$ cat src/rtl/bus_arbiter16_pkg.sv
// ----------------------------------------------------------------------------
// bus_arbiter16_pkg: shared state encoding, defaults and width helper.  Rev 1.0
// ----------------------------------------------------------------------------
`default_nettype none

package bus_arbiter16_pkg;

  localparam int ARB_DW       = 16;
  localparam int DEF_NREQ     = 4;
  localparam int DEF_MAX_HOLD = 8;

  typedef enum logic [0:0] {
    ARB_IDLE  = 1'b0,
    ARB_GRANT = 1'b1
  } arb_state_t;

  // Width of an index/counter covering v values, never narrower than 1 bit.
  function automatic int clog2_min1(input int v);
    return (v > 1) ? $clog2(v) : 1;
  endfunction

endpackage

`default_nettype wire

$ cat src/rtl/bus_arbiter16_rr_picker.sv
// ----------------------------------------------------------------------------
// rr_picker: combinational round-robin pick starting after index 'last'.  Rev 1.0
// ----------------------------------------------------------------------------
`default_nettype none

module rr_picker
  import bus_arbiter16_pkg::*;
#(
  parameter int NREQ = DEF_NREQ,
  parameter int SW   = clog2_min1(NREQ)
) (
  input  logic [NREQ-1:0] req,
  input  logic [SW-1:0]   last,
  output logic [SW-1:0]   pick,
  output logic            any
);

  // Scan farthest offset first so the nearest set bit after 'last' wins.
  always_comb begin
    pick = '0;
    any  = 1'b0;
    for (int k = NREQ; k >= 1; k--) begin
      if (req[(int'(last) + k) % NREQ]) begin
        pick = SW'((int'(last) + k) % NREQ);
        any  = 1'b1;
      end
    end
  end

endmodule

`default_nettype wire

$ cat src/rtl/mux2_16.sv
// ----------------------------------------------------------------------------
// mux2_16: 16-bit 2:1 mux primitive (s=0 selects a).  Rev 1.0
// ----------------------------------------------------------------------------
`default_nettype none

module mux2_16 (
  input  logic [15:0] a,
  input  logic [15:0] b,
  input  logic        s,
  output logic [15:0] y
);

  assign y = s ? b : a;

endmodule

`default_nettype wire

$ cat src/rtl/bus_arbiter16.sv
// ----------------------------------------------------------------------------
// bus_arbiter16: round-robin bus arbiter with burst-hold fairness and mux tree.
// Rev 1.0
// ----------------------------------------------------------------------------
`default_nettype none

module bus_arbiter16
  import bus_arbiter16_pkg::*;
#(
  parameter int NREQ     = DEF_NREQ,
  parameter int DW       = ARB_DW,
  parameter int MAX_HOLD = DEF_MAX_HOLD
) (
  input  logic                         clk,
  input  logic                         rst_n,
  input  logic [NREQ-1:0]              req,
  input  logic [NREQ*DW-1:0]           data_in,
  input  logic                         out_ready,
  output logic [NREQ-1:0]              grant,
  output logic [clog2_min1(NREQ)-1:0]  sel,
  output logic [DW-1:0]                out_data,
  output logic                         out_valid,
  output logic                         busy
);

  localparam int SW = clog2_min1(NREQ);
  localparam int HW = clog2_min1(MAX_HOLD);
  localparam logic [HW-1:0] HOLD_LAST = HW'(MAX_HOLD - 1);

  arb_state_t      state, state_nxt;
  logic [NREQ-1:0] grant_nxt;
  logic [SW-1:0]   sel_nxt;
  logic [SW-1:0]   last, last_nxt;
  logic [HW-1:0]   hold_cnt, hold_nxt;
  logic [SW-1:0]   pick;
  logic            pick_any;
  logic            beat;
  logic            others_req;

  rr_picker #(.NREQ(NREQ), .SW(SW)) u_picker (
    .req  (req),
    .last (last),
    .pick (pick),
    .any  (pick_any)
  );

  assign out_valid  = (state == ARB_GRANT) & req[sel];
  assign busy       = (state == ARB_GRANT);
  assign beat       = out_valid & out_ready;
  assign others_req = |(req & ~grant);

  always_ff @(posedge clk or negedge rst_n) begin
    if (!rst_n) begin
      state    <= ARB_IDLE;
      grant    <= '0;
      sel      <= '0;
      last     <= SW'(NREQ - 1);
      hold_cnt <= '0;
    end else begin
      state    <= state_nxt;
      grant    <= grant_nxt;
      sel      <= sel_nxt;
      last     <= last_nxt;
      hold_cnt <= hold_nxt;
    end
  end

  always_comb begin
    state_nxt = state;
    grant_nxt = grant;
    sel_nxt   = sel;
    last_nxt  = last;
    hold_nxt  = hold_cnt;
    case (state)
      ARB_IDLE: begin
        if (pick_any) begin
          state_nxt = ARB_GRANT;
          grant_nxt = NREQ'(1) << pick;
          sel_nxt   = pick;
          last_nxt  = pick;
          hold_nxt  = '0;
        end
      end
      ARB_GRANT: begin
        if (!req[sel]) begin
          state_nxt = ARB_IDLE;
          grant_nxt = '0;
        end else if (beat) begin
          if (hold_cnt == HOLD_LAST) begin
            // Burst limit reached: yield only if someone else is waiting.
            hold_nxt = '0;
            if (others_req) begin
              state_nxt = ARB_IDLE;
              grant_nxt = '0;
            end
          end else begin
            hold_nxt = hold_cnt + HW'(1);
          end
        end
      end
      default: begin
        state_nxt = ARB_IDLE;
        grant_nxt = '0;
      end
    endcase
  end

  // Heap-ordered mux tree: leaves at NREQ-1.., root at 0, MSB of sel at root.
  logic [DW-1:0] node [0:2*NREQ-2];

  for (genvar i = 0; i < NREQ; i++) begin : g_leaf
    assign node[NREQ-1+i] = data_in[i*DW +: DW];
  end

  for (genvar d = 0; d < SW; d++) begin : g_lvl
    for (genvar k = 0; k < (1 << d); k++) begin : g_node
      localparam int N = (1 << d) - 1 + k;
      mux2_16 u_mux (
        .a (node[2*N+1]),
        .b (node[2*N+2]),
        .s (sel[SW-1-d]),
        .y (node[N])
      );
    end
  end

  assign out_data = node[0];

endmodule

`default_nettype wire

$ cat config.mk
export PLATFORM = sky130hd
export DESIGN_NAME = bus_arbiter16
export DESIGN_NICKNAME = d
export VERILOG_FILES = /design/src/rtl/bus_arbiter16_pkg.sv /design/src/rtl/bus_arbiter16_rr_picker.sv /design/src/rtl/mux2_16.sv /design/src/rtl/bus_arbiter16.sv
export SDC_FILE = /design/constraint.sdc
export NUM_CORES = 1
export LEC_CHECK = 0
export CELL_PAD_IN_SITES_DETAIL_PLACEMENT = 0
export CELL_PAD_IN_SITES_GLOBAL_PLACEMENT = 1
export CORE_ASPECT_RATIO = 0.6
export CORE_MARGIN = 2
export CORE_UTILIZATION = 24
export DETAILED_ROUTE_END_ITERATION = 7
export PLACE_DENSITY_LB_ADDON = 0.2
export SLEW_MARGIN = 20
export SYNTH_ARGS = -nofsm -noshare
export SYNTH_HDL_FRONTEND = slang
export SYNTH_SLANG_ARGS = --single-unit
$ cat constraint.sdc
create_clock -name clk -period 4.5 [get_ports clk]
set_clock_uncertainty 0.1 [all_clocks]
set_input_delay 1.35 -clock clk [delete_from_list [all_inputs] [get_ports clk]]
set_output_delay 1.35 -clock clk [all_outputs]
set_load 0.005 [all_outputs]
# ---- Word-level counts from Yosys, hierarchy flattened
# Index checks and enable logic that the tools add are counted.
dict set report totals {
  inputBits 71
  out_inout_bits 24
  reg_bits 12
  elab_cells 82
}
dict set report op_classes {
  reduce_logical 8
  n_lt_le_gt_ge 5
  bitwise_logic 9
  n_shift 1
  n_addsub 5
  n_eq_ne 7
  n_mux 42
}
# operator n
set op_table {}
lappend op_table {{$mux 16} 3}
lappend op_table {{$mux 4} 5}
lappend op_table {{$mux 1} 18}
lappend op_table {{$lt 3x4->1 const B} 4}
lappend op_table {{$mux 3} 4}
lappend op_table {{$bmux 1 s2} 5}
lappend op_table {{$mux 2} 4}
lappend op_table {{$pmux 4 s2} 1}
lappend op_table {{$reduce_or 2->1} 4}
lappend op_table {{$ne 3x3->1 const B} 2}
lappend op_table {{$pmux 3 s2} 1}
lappend op_table {{$add 2x1->2 const B} 2}
lappend op_table {{$add 2x2->2 const B} 2}
lappend op_table {{$and 1x1->1 const A} 4}
lappend op_table {{$and 4x4->4} 1}
lappend op_table {{$ne 2x1->1 const B} 2}
lappend op_table {{$not 4->4} 1}
lappend op_table {{$reduce_and 4->1} 1}
lappend op_table {{$reduce_or 4->1} 1}
lappend op_table {{$shl 1x2->4 const A} 1}
lappend op_table {{$add 3x1->3 const B} 1}
lappend op_table {{$eq 3x3->1 const B} 1}
lappend op_table {{$lt 2x3->1 const B} 1}
lappend op_table {{$ne 3x2->1 const B} 1}
lappend op_table {{other kinds (6)} 7}

# ---- Longest topological paths before layout
dict set report depth {
  ltp_word 13
  mapped_depth 6
  ltp_nobuf 6
}

# ---- Modules after synthesis
# Synthesis repeated with hierarchy kept, for this count alone.
dict set report unflattened {
  cells_unflattened 130
  area_unflattened_um2 1506.4
}
# module seq_area_each_um2 cells_per_inst area_per_inst_um2 instances
set by_module_without_submodules {}
lappend by_module_without_submodules {mux2_16 0.0 18 249.0 3}
lappend by_module_without_submodules {bus_arbiter16 302.8 62 668.1 1}
lappend by_module_without_submodules {rr_picker 0.0 14 91.3 1}

# ---- Worst setup path before layout
# No wires, ideal clock.
dict set report synth_path {
  path_type {input to output}
  from {input req[3]}
  to {output out_valid}
  arrival_time_ps 1947
  required_ps 3050
  path_stages 3
  path_buffers 0
  setup_slack_ps 1103
  cell_sequence {mux4_2 -> inv_2 -> nor2_1}
}
dict set report synth_between {
  elab_chain_cells 3
}
# item line
set synth_rtl {}
lappend synth_rtl {{from (decl)} bus_arbiter16.sv:16} ;# input logic [NREQ-1:0] req,
lappend synth_rtl {{$bmux 1 s2} bus_arbiter16.sv:47} ;# assign out_valid = (state == ARB_GRANT) & req[sel];
lappend synth_rtl {{$mux 1 (implied by the code)} bus_arbiter16.sv:47}
lappend synth_rtl {{$and 1x1->1} bus_arbiter16.sv:47}
lappend synth_rtl {{to (decl)} bus_arbiter16.sv:22} ;# output logic out_valid,
# No other way between the ends. The select of a mux whose other input is x is not followed.

# ---- Final worst setup path
dict set report layout_path {
  from {input req[2]}
  to {output out_valid}
}
# The elaborated chain is that of the path after synthesis.

==> out/qor.txt <==
Vias: 1,160
Netlist cell types: 31
total gr overflow: 0
DR pass1 iterations: 4
Clk pin slew, worst setup/hold paths: 0.05 ns
via/cell ratio: 4.77
Cell Area, Placed: 2080 um^2
NumNets Final: 257
switching pwr: 0.330 mW
largest fanout on the critical path: 5
vias in the first global route: 1,253
area grow syn2layout: 97.9%
FF-to-FF path depth: 4
post-cts sizing count: 0
cell count along the critical path: 5
commonest non-fill, non-tap cell in the layout: clkdlybuf4s50_1
Mapped Cells: 88
largest family of logic cells by synthesized area: multiplexers
Synthesized Nets: 161
crit path from: req[2]
sw frac: 0.333
crit path DAT: 2.91 ns
RSZ-0062 raised after global routing: false
post-DR wirelength/cell: 14.8 um
Row Count: 18
critical path's top delay family: buffers and inverters
Int Pwr: 0.660 mW
simple logic cell fraction of the synthesized area: 0.103
layout cells sized above 1: 0.131
slowest cell delay on critical path: 0.52 ns
Required @ worst endpoint: 3.05 ns
max cap viols: 0
CP max stage cell: mux4_2
peak supply drop: 0.135 mV
Reg power frac: 0.231
Synth Register Bits: 12
hold buffers post-CTS: 0
worst-skew pair later-pin latency: 0.24 ns
most frequent CP cell: clkdlybuf4s50_1
most frequent cells in the layout: clkdlybuf4s50_1 (94), mux4_2 (11), dfrtp_1 (10)
Adder-Cell Fraction of Synth Area: 0.0232
final slew viol count: 0
drc violations: 0
H-tree levels: 1
Chip Height: 56.0 um
Placer Congestion: 0.826
Critical Path Sink: out_valid
Crit path buffers/inverters: 3
post-route insts no fill: 243
Slew HR: 0.495
Max clock buf depth: 2
Lkg Pwr: 0.862 nW
full die area: 5070 um^2
Max Clk Rate: 0.229 GHz
hpwl dp: 3140 um
min Tclk post-route: 4.36 ns
Total Neg Setup Slack: 0 ns
Comb pwr share: 0.648
post-CTS setup buffer count: 0
initial drt markers: 49
PwrDens: 463 nW/um^2
Routed Antenna Nets: 0
outcome: finished clean
Post-Syn Area: 1080 um^2
Inst Count DP: 239
Seq/Total Area, Yosys: 0.280
mux cell area share after synthesis: 0.385
routed wire length: 3590 um
mean area per synthesized cell: 12.3 um^2
final worst-path cycle share: 0.970
Port-buffer cells: 94
CTS tree: yes
post-synthesis compound-gate area fraction: 0.147
final worst-path setup slack: 0.136 ns
Fill cells: 390
CP Class: in2out
starting density of the core: 0.256
Final setup viols: 0
core area: 4210 um^2
clock share of power: 0.121
largest net degree at the start of global routing: 20
initial antenna violation count: 0
Synth Warn #: 0
crit path cell chain: clkdlybuf4s50_1 -> mux4_2 -> inv_2 -> nor2_1 -> clkdlybuf4s50_1
critical path endpoint category: output pin
element type at the critical path start: input pin
Worst Tran Pin Value: 0.758 ns
post-route cell area: 2140 um^2
worst slack, placed: 0.144 ns
r2r setup slk: 2.55 ns
RR Startpoint: sel[1]
first-pass GRT wire length: 5610 um
n_diodes: 0
gr usage total: 0.137
clock root cell: clkbuf_8
IO Pins: 95
Min-Delay Path Class: reg2reg
Fin. Hold Viols: 0
reg2reg end: grant[0]
Num CTS Buffers: 3
xor/xnor share of the synthesized area: 0
Die W: 90.6 um
clock sink total: 12
==> how the worst min path moves through the flow <==
stage | start | end | slack, ns | depth (start not counted)
after floorplan | hold_cnt[0] | hold_cnt[0] | 0.36 | 1
after global placement | hold_cnt[1] | hold_cnt[1] | 0.39 | 2
after detailed placement | hold_cnt[0] | hold_cnt[0] | 0.39 | 1
after CTS | hold_cnt[0] | hold_cnt[0] | 0.40 | 1
after global routing | hold_cnt[0] | hold_cnt[0] | 0.42 | 1
final | hold_cnt[0] | hold_cnt[0] | 0.40 | 1
==> area by class of cell <==
type	instances	area (um^2)	area share
repair buffers	98	971	0.454
multi-input cells	63	711	0.333
flip-flops and latches	12	303	0.142
well taps	60	75.1	0.0351
clock buffers	4	55.1	0.0258
inverters	6	22.5	0.0105
==> worst reg2reg max path, cell delays in order (launching register included) <==
cell	delay, ns
dfrtp_1	0.83
mux4_2	0.46
inv_2	0.10
o21ai_2	0.09
a32o_1	0.27
==> flip-flops by register name, indices dropped and copies added (netlist names) <==
signal    cells
busy          1
hold_cnt      3
last          2
sel           2
grant         4
==> per-layer routing <==
metal  track usage  routed length [um]
met1         0.172                1530
met5             0                   0
met4        0.0264                  27
met2         0.243                1820
met3        0.0339                 204
==> synthesized netlist by cell type, drive strengths merged <==
library cell	instances	area, um^2
clkbuf	3	12.5
mux2i	1	10.0
nand3b	1	7.51
o31ai	1	7.51
dfrtp	10	250
nand2	3	11.3
buf	4	31.3
nand3	4	20.0
o41ai	1	8.76
inv	6	22.5
mux4	17	405
a41oi	1	8.76
o22ai	1	6.26
nor2b	1	6.26
o21ai	4	23.8
nor2	6	22.5
a32o	4	40.0
ha	2	25.0
and2	1	6.26
a31o	1	8.76
a21o	5	37.5
a21oi	2	10.0
a211oi	1	7.51
dfstp	2	52.6
nand2b	6	37.5
==> power groups by stage <==
| stage | Sequential [mW] | Clock (mW) | Combinational (mW) |
|---|---|---|---|
| 6_report | 0.229 | 0.119 | 0.641 |
| 5_1_grt | 0.237 | 0.126 | 0.687 |
| 3_3_place_gp | 0.227 | 0 | 0.646 |
| 4_1_cts | 0.229 | 0.121 | 0.651 |
| 3_5_place_dp | 0.231 | 0 | 0.646 |
| 2_1_floorplan | 0.189 | 0 | 0.365 |
==> stage by stage <==
stage	hold slack [ns]	power, mW	util
after floorplan	0.361	0.554	-
after global placement	0.393	0.873	0.494
after detailed placement	0.391	0.877	0.494
after CTS	0.397	1.00	0.507
after global routing	0.424	1.05	0.507
final	0.396	0.989	0.507
==> cell families after synthesis <==
kind of cell               after synthesis
AOI/OAI and AO/OA                       21
adders and majority gates                2
buffers and inverters                   13
DFF                                     12
muxes                                   18
and+or+nand+nor                         22
No activity file was read; power rests on OpenSTA's default activity.
